[src/rtl/rv32i_decode_exec.sv]
// RV32I ID/EX slice: instruction decode, 32x32 register file with
// write-through bypass, and the EX-stage ALU.
module rv32i_decode_exec #(
  parameter logic [31:0] NOP_INSTR = 32'h00000013
) (
  input  logic        clock,
  input  logic        reset,
  input  logic [31:0] instr_raw,
  input  logic [4:0]  rd_addr,
  input  logic [31:0] w_val,
  output logic [31:0] rs1_val,
  output logic [31:0] rs2_val,
  output logic        branch,
  output logic        mem_read,
  output logic        mem_write,
  output logic [3:0]  alu_op,
  output logic        alu_src,
  output logic        reg_write,
  output logic [31:0] imm,
  input  logic [3:0]  ex_alu_op,
  input  logic [31:0] ex_src1,
  input  logic [31:0] ex_src2,
  output logic [31:0] ex_result,
  output logic [31:0] debug_ra,
  output logic [31:0] debug_sp,
  output logic [31:0] debug_t0,
  output logic [31:0] debug_t1,
  output logic [31:0] debug_t2,
  output logic [31:0] debug_a0,
  output logic [31:0] debug_a1
);

  typedef enum logic [3:0] {
    OP_NONE = 4'd0,  OP_ADD = 4'd1,  OP_SUB = 4'd2,  OP_SLL = 4'd3,
    OP_SLT  = 4'd4,  OP_SLTU = 4'd5, OP_XOR = 4'd6,  OP_SRL = 4'd7,
    OP_SRA  = 4'd8,  OP_OR  = 4'd9,  OP_AND = 4'd10, OP_EQ  = 4'd11,
    OP_NE   = 4'd12, OP_GE  = 4'd13, OP_GEU = 4'd14
  } alu_op_e;

  localparam logic [6:0] OPC_R      = 7'b0110011;
  localparam logic [6:0] OPC_I      = 7'b0010011;
  localparam logic [6:0] OPC_LOAD   = 7'b0000011;
  localparam logic [6:0] OPC_STORE  = 7'b0100011;
  localparam logic [6:0] OPC_BRANCH = 7'b1100011;

  logic [31:0] regs_reg [32];
  logic [4:0]  rs1_addr;
  logic [4:0]  rs2_addr;
  logic [2:0]  funct3;
  logic        bit30;
  logic [31:0] imm_i;
  logic [31:0] imm_s;
  logic [31:0] imm_b;

  assign rs1_addr = instr_raw[19:15];
  assign rs2_addr = instr_raw[24:20];
  assign funct3   = instr_raw[14:12];
  assign bit30    = instr_raw[30];
  assign imm_i    = {{20{instr_raw[31]}}, instr_raw[31:20]};
  assign imm_s    = {{20{instr_raw[31]}}, instr_raw[31:25], instr_raw[11:7]};
  assign imm_b    = {{19{instr_raw[31]}}, instr_raw[31], instr_raw[7],
                     instr_raw[30:25], instr_raw[11:8], 1'b0};

  // Entry 0 is cleared on reset and never written, so it always holds zero.
  always_ff @(posedge clock or negedge reset) begin
    if (!reset) begin
      for (int i = 0; i < 32; i++) regs_reg[i] <= '0;
    end else if (rd_addr != 5'd0) begin
      regs_reg[rd_addr] <= w_val;
    end
  end

  // Bypass is suppressed while reset is held since the write will not land.
  always_comb begin
    rs1_val = regs_reg[rs1_addr];
    rs2_val = regs_reg[rs2_addr];
    if (rs1_addr == 5'd0) rs1_val = '0;
    else if (reset && rd_addr == rs1_addr) rs1_val = w_val;
    if (rs2_addr == 5'd0) rs2_val = '0;
    else if (reset && rd_addr == rs2_addr) rs2_val = w_val;
  end

  assign debug_ra = regs_reg[1];
  assign debug_sp = regs_reg[2];
  assign debug_t0 = regs_reg[5];
  assign debug_t1 = regs_reg[6];
  assign debug_t2 = regs_reg[7];
  assign debug_a0 = regs_reg[10];
  assign debug_a1 = regs_reg[11];

  function automatic logic [3:0] arith_op(input logic [2:0] f3, input logic alt,
                                          input logic allow_sub);
    case (f3)
      3'b000:  arith_op = (allow_sub && alt) ? OP_SUB : OP_ADD;
      3'b001:  arith_op = OP_SLL;
      3'b010:  arith_op = OP_SLT;
      3'b011:  arith_op = OP_SLTU;
      3'b100:  arith_op = OP_XOR;
      3'b101:  arith_op = alt ? OP_SRA : OP_SRL;
      3'b110:  arith_op = OP_OR;
      default: arith_op = OP_AND;
    endcase
  endfunction

  always_comb begin
    branch    = 1'b0;
    mem_read  = 1'b0;
    mem_write = 1'b0;
    alu_op    = OP_NONE;
    alu_src   = 1'b0;
    reg_write = 1'b0;
    imm       = '0;
    if (instr_raw == NOP_INSTR) begin
      // Bubble: ADD into x0, the write is dropped by the register file.
      alu_op    = OP_ADD;
      alu_src   = 1'b1;
      reg_write = 1'b1;
    end else begin
      case (instr_raw[6:0])
        OPC_R: begin
          reg_write = 1'b1;
          alu_op    = arith_op(funct3, bit30, 1'b1);
        end
        OPC_I: begin
          reg_write = 1'b1;
          alu_src   = 1'b1;
          alu_op    = arith_op(funct3, bit30, 1'b0);
          imm       = imm_i;
        end
        OPC_LOAD: begin
          mem_read  = 1'b1;
          reg_write = 1'b1;
          alu_src   = 1'b1;
          alu_op    = OP_ADD;
          imm       = imm_i;
        end
        OPC_STORE: begin
          mem_write = 1'b1;
          alu_src   = 1'b1;
          alu_op    = OP_ADD;
          imm       = imm_s;
        end
        OPC_BRANCH: begin
          if (funct3 != 3'b010 && funct3 != 3'b011) begin
            branch = 1'b1;
            imm    = imm_b;
            case (funct3)
              3'b000:  alu_op = OP_EQ;
              3'b001:  alu_op = OP_NE;
              3'b100:  alu_op = OP_SLT;
              3'b101:  alu_op = OP_GE;
              3'b110:  alu_op = OP_SLTU;
              default: alu_op = OP_GEU;
            endcase
          end
        end
        default: ;
      endcase
    end
  end

  always_comb begin
    case (ex_alu_op)
      OP_ADD:  ex_result = ex_src1 + ex_src2;
      OP_SUB:  ex_result = ex_src1 - ex_src2;
      OP_SLL:  ex_result = ex_src1 << ex_src2[4:0];
      OP_SLT:  ex_result = {31'd0, $signed(ex_src1) < $signed(ex_src2)};
      OP_SLTU: ex_result = {31'd0, ex_src1 < ex_src2};
      OP_XOR:  ex_result = ex_src1 ^ ex_src2;
      OP_SRL:  ex_result = ex_src1 >> ex_src2[4:0];
      OP_SRA:  ex_result = $unsigned($signed(ex_src1) >>> ex_src2[4:0]);
      OP_OR:   ex_result = ex_src1 | ex_src2;
      OP_AND:  ex_result = ex_src1 & ex_src2;
      OP_EQ:   ex_result = {31'd0, ex_src1 == ex_src2};
      OP_NE:   ex_result = {31'd0, ex_src1 != ex_src2};
      OP_GE:   ex_result = {31'd0, $signed(ex_src1) >= $signed(ex_src2)};
      OP_GEU:  ex_result = {31'd0, ex_src1 >= ex_src2};
      default: ex_result = '0;
    endcase
  end

endmodule

[config.mk]
export PLATFORM = sky130hd
export DESIGN_NAME = rv32i_decode_exec
export DESIGN_NICKNAME = d
export VERILOG_FILES = /design/src/rtl/rv32i_decode_exec.sv
export SDC_FILE = /design/constraint.sdc
export NUM_CORES = 2
export LEC_CHECK = 0
export CORE_ASPECT_RATIO = 1.5
export CORE_MARGIN = 5
export CORE_UTILIZATION = 60
export DETAILED_ROUTE_END_ITERATION = 7
export DONT_BUFFER_PORTS = 1
export GPL_TIMING_DRIVEN = 1
export PLACE_DENSITY = 0.81
export SLEW_MARGIN = 20
export SYNTH_ARGS = -nofsm -noshare
export SYNTH_HDL_FRONTEND = slang
export SYNTH_SLANG_ARGS = --single-unit
[constraint.sdc]
create_clock -name clock -period 4.4 [get_ports clock]
set_input_delay 0.22 -clock clock [delete_from_list [all_inputs] [get_ports clock]]
set_output_delay 0.22 -clock clock [all_outputs]
set_load 0.005 [all_outputs]
# After elaboration in Yosys (flattened, before gate mapping)
# Cells that the tools add are included.
dict set report word_totals {
  ff_bits 1024
  inputBits 139
  wordCells 131
}
dict set report classes {
  addsub 2
  magnitude_cmp 8
  n_eq_ne 32
  shift 3
  muxes 36
  n_bitwise 6
  reduce_logical 12
}
# op count
set op_table {}
lappend op_table {{bitwise mux 1024 bit} 1}
lappend op_table {{case mux 32 bit (14 select lines)} 1}
lappend op_table {{2-to-1 mux 32 bit} 11}
lappend op_table {{binary-select mux 32 bit (select 5 bit)} 2}
lappend op_table {{demux 32 bit (select 5 bit)} 1}
lappend op_table {{case mux 32 bit (3 select lines)} 1}
lappend op_table {{>= comparator 32 bit} 2}
lappend op_table {{less-than comparator 32 bit} 2}
lappend op_table {{case mux 4 bit (7 select lines)} 2}
lappend op_table {{adder 32 bit} 1}
lappend op_table {{bitwise AND 32 bit} 1}
lappend op_table {{== test 32 bit} 1}
lappend op_table {{== test 32 x 5 -> 1 bit (second input constant)} 1}
lappend op_table {{inequality test 32 bit} 1}
lappend op_table {{bitwise OR 32 bit} 1}
lappend op_table {{left shift 32 x 5 -> 32 bit} 1}
lappend op_table {{right shift 32 x 5 -> 32 bit} 1}
lappend op_table {{>>> shifter 32 x 5 -> 32 bit} 1}
lappend op_table {{subtractor 32 bit} 1}
lappend op_table {{XOR 32 bit} 1}
lappend op_table {{== test 4 bit (second input constant)} 7}
lappend op_table {{case mux 4 bit (5 select lines)} 1}
lappend op_table {{>= comparator 6 bit (second input constant)} 3}
lappend op_table {{inverter 5 -> 6 bit} 3}
lappend op_table {{23 further kinds} 51}

# Longest topological paths before layout
dict set report logic_depth {
  depth_word 6
  mapped_depth 16
}

# Worst setup path before layout
# OpenSTA, ideal clock, no wires.
dict set report synth_timing {
  path_type {input-to-output}
  startpoint {in ex_src2[2]}
  endpoint {out ex_result[23]}
  arrival_time_ns 3.418
  required_ns 4.180
  setup_slack_ns 0.762
  stages 16
  n_path_buf 5
  path_cell_list {buf_2 -> clkbuf_8 -> inv_2 -> buf_2 -> buf_2 -> buf_2 -> ha_1 -> inv_1 -> a221oi_4 -> o21ai_2 -> o31ai_4 -> o21ai_1 -> nor3b_2 -> nor2_1 -> a2111oi_0 -> o21ai_1}
}
dict set report synth_via {
  elab_chain_len 2
  elab_cells_between_ends 6
}
# element line_no
set synth_lines {}
lappend synth_lines {{from (decl)} 22} ;# input logic [31:0] ex_src2,
lappend synth_lines {{subtractor 32 bit, or another cell as far along} 165} ;# OP_SUB: ex_result = ex_src1 - ex_src2;
lappend synth_lines {{case mux 32 bit (14 select lines) *} 163} ;# case (ex_alu_op)
lappend synth_lines {{to (decl)} 23} ;# output logic [31:0] ex_result,
# Mark *: on every way between the ends. The rest lies on a longest branch, timed or not.

# Final worst setup path
dict set report layout_timing {
  startpoint {in ex_src1[0]}
  endpoint {out ex_result[28]}
}
dict set report layout_via {
  elab_chain_len 2
  elab_cells_between_ends 6
}
# element line_no
set layout_lines {}
lappend layout_lines {{from (decl)} 21} ;# input logic [31:0] ex_src1,
lappend layout_lines {{subtractor 32 bit, or another cell as far along} 165}
lappend layout_lines {{case mux 32 bit (14 select lines) *} 163}
# Marks and branches as above.

==> impl_metrics.yaml <==
clock_network:
  cts_max_level: 3
  cts_root_buf: "clkbuf_16"
  cts_made_buffers: 92
  cts_resized: 0
  clock_latency_ns: 0.69
  clk_pin_slew_ns: 0.07
  cts_sinks: 1024
  cts_tree: "done"
  clockBufferDepth: 3
die:
  die_y_um: 415.4
  initial_core_util_pct: 60.47
  io-pin-count: 500
  fp.dieArea_um2: 116400
  coreArea_um2: 108700
  fp-row-count: 148
  die-width_um: 280.3
synthesis:
  syn_nets: 5157
  syn_area_um2: 65730
  postSynthAreaPerCell_um2: 13.36
  async_flop_share_pct: 100.0
  synth_seq_cells: 1024
  yosysWarnings: 0
  synth_flop_cell: "dfrtp_1"
  synth_edf_count: 0
  netlist_instances: 4919
  synth_cell_type_count: 99
  synth-seq-area-share_pct: 38.98
global_route:
  first_global_vias: 46900
  grt_pass1_wl_um: 331100
  grt_max_degree: 260
  grt_usage_pct: 38.79
  overflow: 0
  antenna_found_initial: 2
critical_path:
  cp.required_ns: 4.18
  cp-end-kind: "primary output"
  startpoint_type: "input port"
  critPathMaxFanout: 6
  rr_startpoint: "regs_reg[341]"
  r2r-end: "regs_reg[341]"
  reg2regPathDepth: 2
  ff2ff_setup_slack_ns: 3.08
  criticalPathCategory: "in -> out"
  arrival_ns: 3.90
sta:
  hold_violations: 0
  fmax_mhz: 242.7
  slew_headroom_pct: 10.70
  finalSetupViolCount: 0
  tightestPinTransition_ns: 1.332
  min_period_ns: 4.120
  clock_skew_ns: 0
  hold_slack_ns: 0.1211
  slew_viol_final: 0
  fin_ws_ns: 0.2802
  rsz0062_at_grt: "false"
  final.setup.tns_ns: 0
  fin_crit_sh_pct: 93.63
power_and_ir_drop:
  p_per_area_nw_per_um2: 435.6
  ir_drop_mv: 0.4409
  cellLeakagePower_nw: 27.98
drt:
  drc: 0
  wl_met3_um: 23240
  vias_per_cell: 7.576
  dr.pass1.iters: 6
  drt.antenna.violating_nets: 0
  m1WireLength_um: 73610
  wl_um: 227800
  vias: 44640
  highest_layer: "met4"
  route.met2.wl_um: 109700
  drtIter0Drc: 4502
  wl_per_cell_um: 38.66
final_layout:
  drive_gt1_share_pct: 45.21
  nFillCells: 7788
  areaGrowthSynthToFinish_pct: 3.900
  fin_nets: 4632
  postLayoutCellArea_um2: 68300
  largest_reg_flops: 800
placed_design:
  hpwl_um: 147100
  routabilityCongestion: 1.088
  io_buffers: 0
  post_dp_cell_area_um2: 64670
  pre_cts_ws_ns: -0.4611
job:
  cap_violations: 0
run_status:
  run_status: "completed"
min_path:
  hold_path_end: "regs_reg[385]"
  hold_start: "rd_addr[3]"
  hold_depth: 3
  hold_class: "in -> reg"
[what timing repair did]
item	4_1_cts	5_1_grt
endpoints found under the hold margin	1143	222
hold buffers	37	1
setup buffers	0	0
endpoints found under the setup margin	49	0
[routing by layer]
layer / GRT usage, % / vias to the layer above
met5: 0 / -
met2: 62.24 / 2788
met4: 28.17 / 0
li1: - / 17550
met1: 44.18 / 23410
met3: 11.48 / 892
[logic make-up after synthesis]
kind of cell               Yosys count  share of synthesized area, %
muxes                             1807                         42.39
buffers and inverters              856                         6.641
DFF                               1024                         38.98
adders and majority gates           99                         1.907
and+or+nand+nor                    570                         3.980
AOI/OAI and AO/OA                  538                         5.764
xor gates and xnor gates            25                        0.3331
[worst max-delay path, stage by stage]
cell and delay (ns):
inv_1 0.07, ha_1 0.16, inv_1 0.08, fa_1 0.41
nand2b_1 0.12, a221oi_1 0.13, o221a_2 0.28, o31ai_1 1.03
nand2_1 0.14, buf_4 0.22, a21o_2 0.23, a2111oi_4 0.37
nor4_1 0.09, a211o_1 0.33
[worst max-delay path by stage]
stage                from       endpoint  slack (ns)  cells after the start
2_1_floorplan  ex_src2[2]  ex_result[23]        0.76                     16
3_3_place_gp   ex_src1[0]  ex_result[28]        0.45                     14
3_5_place_dp        reset    rs2_val[31]       -0.46                      6
4_1_cts        ex_src1[0]  ex_result[28]        0.45                     14
5_1_grt             reset    rs2_val[31]        0.04                      7
6_report       ex_src1[0]  ex_result[28]        0.28                     14
[synth_stat cells (all sizes together) (28+ instances only)]
| cell | instances | share of area (%) |
|---|---|---|
| clkbuf | 334 | 2.0 |
| mux4 | 680 | 23 |
| nand3 | 28 | 0.21 |
| dfrtp | 1024 | 39 |
| mux2 | 1009 | 17 |
| mux2i | 118 | 1.8 |
| buf | 423 | 4.0 |
| nor2 | 258 | 1.5 |
| a21oi | 102 | 0.78 |
| a211oi | 81 | 0.93 |
| inv | 97 | 0.55 |
| o21ai | 98 | 0.75 |
| nand2 | 128 | 0.73 |
| ha | 97 | 1.8 |
[power by group]
group          switching [mW]  internal [mW]
registers                2.10           11.5
logic                    2.96           4.65
clock network            3.70           4.79
total                    8.76           21.0
[cell usage in the layout, fill, tap and decap left out, types with 13 or more instances in the layout]
master / instances
o22ai_1: 16
a211oi_1: 79
clkbuf_1: 16
nor2_1: 243
a22oi_1: 14
o21bai_1: 14
xor2_1: 13
nor3_1: 25
mux2_2: 1009
nand3_1: 25
o221ai_1: 17
nor2_4: 14
clkbuf_16: 92
nand2_1: 117
dlygate4sd3_1: 32
nand2b_1: 14
buf_4: 87
dfrtp_1: 1024
a21oi_1: 102
mux4_2: 678
a221oi_1: 23
inv_1: 96
ha_1: 97
clkbuf_8: 16
o21ai_0: 93
nor2b_1: 18
mux2i_1: 118
clkinv_2: 18
a21o_1: 18
nand4_1: 13
nor4_1: 17
a31oi_1: 17
o211ai_1: 17
[through the flow]
| stage | total power, mW | instances | util [%] |
|---|---|---|---|
| 4_1_cts | 29.67 | 5889 | 62.80 |
| 5_1_grt | 30.87 | 5892 | 62.83 |
| 3_3_place_gp | 20.35 | 5679 | 59.33 |
| 6_report | 29.75 | 5892 | 62.83 |
| 3_5_place_dp | 21.00 | 5685 | 59.49 |
| 2_1_floorplan | 19.56 | 4919 | - |
[area by class of cell]
cell class              instances  area [um2]  area share (%)
diodes                          1       2.502        0.003664
clock buffers                 124        2582           3.781
clock inverters                42       564.3          0.8262
inverters                      99       371.6          0.5441
multi-input cells            3039       35980           52.68
flip-flops and latches       1024       25620           37.52
well taps                    1425        1783           2.611
repair buffers                138        1389           2.034
Note: power is estimated with default switching activity, not from simulation.
